[src/rtl/full_adder.sv]
// full_adder: registered ripple-carry adder built from bit-level full-adder cells
module full_adder #(
    parameter int WIDTH = 1
) (
    input  logic             clk,
    input  logic             rst,
    input  logic             in_valid,
    input  logic [WIDTH-1:0] A,
    input  logic [WIDTH-1:0] B,
    input  logic             C,
    output logic [WIDTH-1:0] Sum,
    output logic             Carry,
    output logic             out_valid
);
    logic [WIDTH:0]   w_c;
    logic [WIDTH-1:0] w_s;
    logic [WIDTH-1:0] r_sum;
    logic             r_carry;
    logic             r_valid;

    assign w_c[0] = C;

    for (genvar i = 0; i < WIDTH; i++) begin : g_cell
        assign w_s[i]   = A[i] ^ B[i] ^ w_c[i];
        assign w_c[i+1] = (A[i] & B[i]) | (A[i] & w_c[i]) | (B[i] & w_c[i]);
    end

    // load the ripple result on accepted inputs; out_valid echoes in_valid one cycle later
    always_ff @(posedge clk or posedge rst) begin
        if (rst) begin
            r_sum   <= '0;
            r_carry <= 1'b0;
            r_valid <= 1'b0;
        end else begin
            r_valid <= in_valid;
            if (in_valid) begin
                r_sum   <= w_s;
                r_carry <= w_c[WIDTH];
            end
        end
    end

    assign Sum       = r_sum;
    assign Carry     = r_carry;
    assign out_valid = r_valid;
endmodule

[config.mk]
export PLATFORM = sky130hd
export DESIGN_NAME = full_adder
export DESIGN_NICKNAME = d
export VERILOG_FILES = /design/src/rtl/full_adder.sv
export SDC_FILE = /design/constraint.sdc
export NUM_CORES = 1
export LEC_CHECK = 0
export CAP_MARGIN = 10
export CORE_AREA = 2 2 39 41
export CTS_CLUSTER_SIZE = 30
export DETAILED_ROUTE_END_ITERATION = 7
export DIE_AREA = 0 0 41 43
export GPL_ROUTABILITY_DRIVEN = 0
export PLACE_DENSITY = 0.31
export SKIP_CTS_REPAIR_TIMING = 1
export SLEW_MARGIN = 30
export SYNTH_ARGS = -nofsm -noshare
export SYNTH_HDL_FRONTEND = slang
export SYNTH_SLANG_ARGS = --single-unit
export TNS_END_PERCENT = 5
[constraint.sdc]
create_clock -name clk -period 0.8 [get_ports clk]
set_input_delay 0.12 -clock clk [delete_from_list [all_inputs] [get_ports clk]]
set_output_delay 0.12 -clock clk [all_outputs]
set_load 0.01 [all_outputs]
After elaboration in Yosys (flattened, before gate mapping)
Index checks and enable logic that the tools add are counted.
{"block": "classes", "n_bitwise": 7}
{"operator": "bitwise AND 1 bit", "n": 3}
{"operator": "OR 1 bit", "n": 2}
{"operator": "XOR 1 bit", "n": 2}
{"block": "word_totals", "register_bits": 3, "output_inout_bits": 3, "input_bits": 6, "word_cells": 10}

Longest topological paths before layout
{"block": "depth", "depth_word": 3, "depth_mapped": 2, "mapped_depth_nobuf": 2}

Least setup slack after synthesis
No wires, ideal clock.
{"block": "synth_path", "kind": "in2reg", "startpoint": "input A", "endpoint": "register r_sum (netlist: Sum)", "path_slack_ps": -146, "arrival_time_ps": 821, "setup_ps": 125, "required_ps": 675, "n_path_buf": 0, "stages": 2, "cell_sequence": "fa_1 -> mux2_2"}
{"block": "synth_via", "elab_chain_cells": 2}
{"item": "start, declared", "line": "8", "source": "input logic [WIDTH-1:0] A,"}
{"item": "XOR 1 bit (2 in a row)", "line": "24", "source": "assign w_s[i] = A[i] ^ B[i] ^ w_c[i];"}
{"item": "end signal, assigned", "line": "37", "source": "r_sum <= w_s;"}
{"item": "end, declared", "line": "17", "source": "logic [WIDTH-1:0] r_sum;"}
No other way between the ends.
A chain may end at the register's enable or synchronous reset.

Worst setup path after layout
{"block": "layout_path", "startpoint": "input B", "endpoint": "register r_sum (netlist: Sum)"}
{"block": "layout_via", "elab_chain_cells": 2}
{"item": "start, declared", "line": "9", "source": "input logic [WIDTH-1:0] B,"}
{"item": "XOR 1 bit (2 in a row)", "line": "24"}
{"item": "named net w_s", "line": "16", "source": "logic [WIDTH-1:0] w_s;"}
The timed path passes the listed nets, and every way through them passes these cells.

==> results.json <==
{
  "numCtsBuffers": 3,
  "ctsLongestPathBuffers": 2,
  "netlist.area_leader.share_pct": 61.9,
  "synth_nets": 14,
  "grt_pass1_wl_um": 489,
  "yosysTopAreaCell": "dfrtp_1",
  "grt_max_degree": 4,
  "wl_per_cell_um": 8.26,
  "p_leak_uw": 0.000127,
  "seqCellArea_um2": 75.1,
  "first_pass_iters": 1,
  "seqPwrFrac_pct": 33.6,
  "fp-row-count": 14,
  "cp_slowest_cell": "fa_1",
  "fin_util_pct": 17.2,
  "setup_viol": 4,
  "pin_count": 9,
  "yosysWarnings": 0,
  "timing.fmax_mhz": 1190,
  "finalCritPeriodShare_pct": 105,
  "violations": "negative setup slack",
  "cts_tree": "done",
  "clk_latency_ns": 0.23,
  "postSynthAreaPerCell_um2": 17.3,
  "path_max_fanout": 1,
  "fin_skew_ns": 0,
  "cts-htree-levels": 1,
  "drv_slew": 0,
  "synthCells": 7,
  "drcViolationCount": 0,
  "cp-start-kind": "input pin",
  "start_util_pct": 8.77,
  "hold_class": "input pin to asynchronous set/reset pin",
  "fin_nets": 27,
  "p_int_uw": 412,
  "yosysSeqAreaShare_pct": 61.9,
  "drtIter0Drc": 0,
  "core_area_um2": 1380,
  "antenna_found_initial": 0,
  "critical_path_class": "input pin to flop",
  "ir_drop_mv": 0.436,
  "ys_types": 4,
  "grt_pass1_vias": 130,
  "cts_root_buf": "clkbuf_4",
  "switching_share_pct": 22.9,
  "fillerInstances": 152,
  "drt_wl_total_um": 289,
  "die_y_um": 43,
  "via_per_inst": 2.77,
  "layout-area-overhead-vs-synth_pct": 95.9,
  "cp_slowest_stage_delay_ns": 0.44,
  "die_w_um": 41,
  "outcome": "finished, violations left",
  "cellPowerDensity_nw_per_um2": 2250,
  "worstPathArrival_ns": 0.95,
  "required_ns": 0.91,
  "cp-end-kind": "flop",
  "ant_nets": 0,
  "vias": 97,
  "multi_input_area_um2": 46.3,
  "drive_gt1_share_pct": 52.6,
  "clkPwrFrac_pct": 49.8,
  "layout_common_cells": "clkbuf_2 (4), dfrtp_1 (3), clkbuf_4 (3)",
  "clock-sinks": 3,
  "p_switching_uw": 123,
  "rsz0062_at_grt": "yes",
  "placed_area_um2": 221,
  "gr-usage-all-layers_pct": 5.14,
  "diodes": 0,
  "hold_viol_final": 0,
  "overflow": 0,
  "clk_pin_slew_ns": 0.04,
  "synthTopCellsByArea": "dfrtp_1 (62%), mux2_2 (19%), fa_1 (16%)",
  "port_buffers": 8,
  "die_area_um2": 1760,
  "syn_area_um2": 121,
  "ys_ff_latch": 3,
  "slew_headroom_pct": 88.6,
  "p_comb_share_pct": 16.6,
  "min_period_ns": 0.843,
  "worst_slack_ns": -0.0428,
  "drv_cap": 0,
  "tightest_slew_ns": 0.170,
  "fin_area_um2": 238,
  "layout_commonest_cell": "clkbuf_2",
  "worstPathCellList": "dlymetal6s2s_1 -> fa_1 -> mux2_4"
}
-- power groups by stage --
stage	clock [uW]	combinational (uW)	sequential (uW)
finish	266	89.0	180
global route	297	101	183
CTS	278	106	180
detailed placement	0	106	182
global placement	0	106	182
floorplan	0	22.5	191
-- through the flow --
stage | total power [uW] | hold slack [ns] | TNS, ns | setup WS, ns | instances
after floorplan | 214 | -0.126 | -0.233 | -0.146 | 7
after global placement | 289 | 0.313 | -1.73 | -0.643 | 31
after detailed placement | 288 | 0.294 | -1.73 | -0.646 | 31
after CTS | 564 | 0.0531 | -2.00 | -0.429 | 35
after global routing | 581 | 0.0567 | -0.290 | -0.0880 | 35
final | 535 | 0.0555 | -0.151 | -0.0428 | 35
-- per-layer routing --
metal / share of wire, % / wire length [um] / global-route usage [%]
met1: 43 / 124 / 4.22
met3: 22 / 64 / 5.24
met4: 2.8 / 8 / 8.00
met5: 0 / 0 / 0
met2: 32 / 93 / 5.00
-- final cells by class --
type | count | share of cell area (%)
multi-input combinational | 3 | 19.5
sequential | 3 | 31.6
inverter | 1 | 1.58
clock buffer | 4 | 11.1
tap | 16 | 8.42
timing repair buffer | 8 | 27.9
-- cells in the mapped netlist (all sizes together) --
master  instances
fa              1
mux2            2
dfrtp           3
inv             1
-- critical path: cells and delay by family --
| family | cells | cell delay, ns |
|---|---|---|
| adder cells (fa/ha/maj) | 1 | 0.44 |
| buffers and inverters | 1 | 0.13 |
| multiplexers | 1 | 0.27 |
-- final timing paths --
check,startpoint,end,slack (ns),cells past startpoint
hold reg to reg,Sum$_DFFE_PP0P_,Sum$_DFFE_PP0P_,0.51,1
max in group asynchronous,rst,Sum$_DFFE_PP0P_,0.62,2
min in group clk,in_valid,out_valid$_DFF_PP0_,0.11,1
hold / removal,rst,out_valid$_DFF_PP0_,0.06,2
setup / recovery,B,Sum$_DFFE_PP0P_,-0.04,3
setup reg to reg,Sum$_DFFE_PP0P_,Sum$_DFFE_PP0P_,0.05,1
-- cells by family (layout without fill, tap and decap cells) --
kind of cell             after synthesis  after routing  share of synthesized area (%)
multiplexers                           2              2                           18.6
adder cells (fa/ha/maj)                1              1                           16.5
flip-flops                             3              3                           61.9
buffers and inverters                  1             13                           3.09
-- registers in the layout, summed over array words and instances (netlist names) --
signal	cells
Carry	1
Sum	1
out_valid	1
Note: power is estimated with default switching activity, not from simulation.
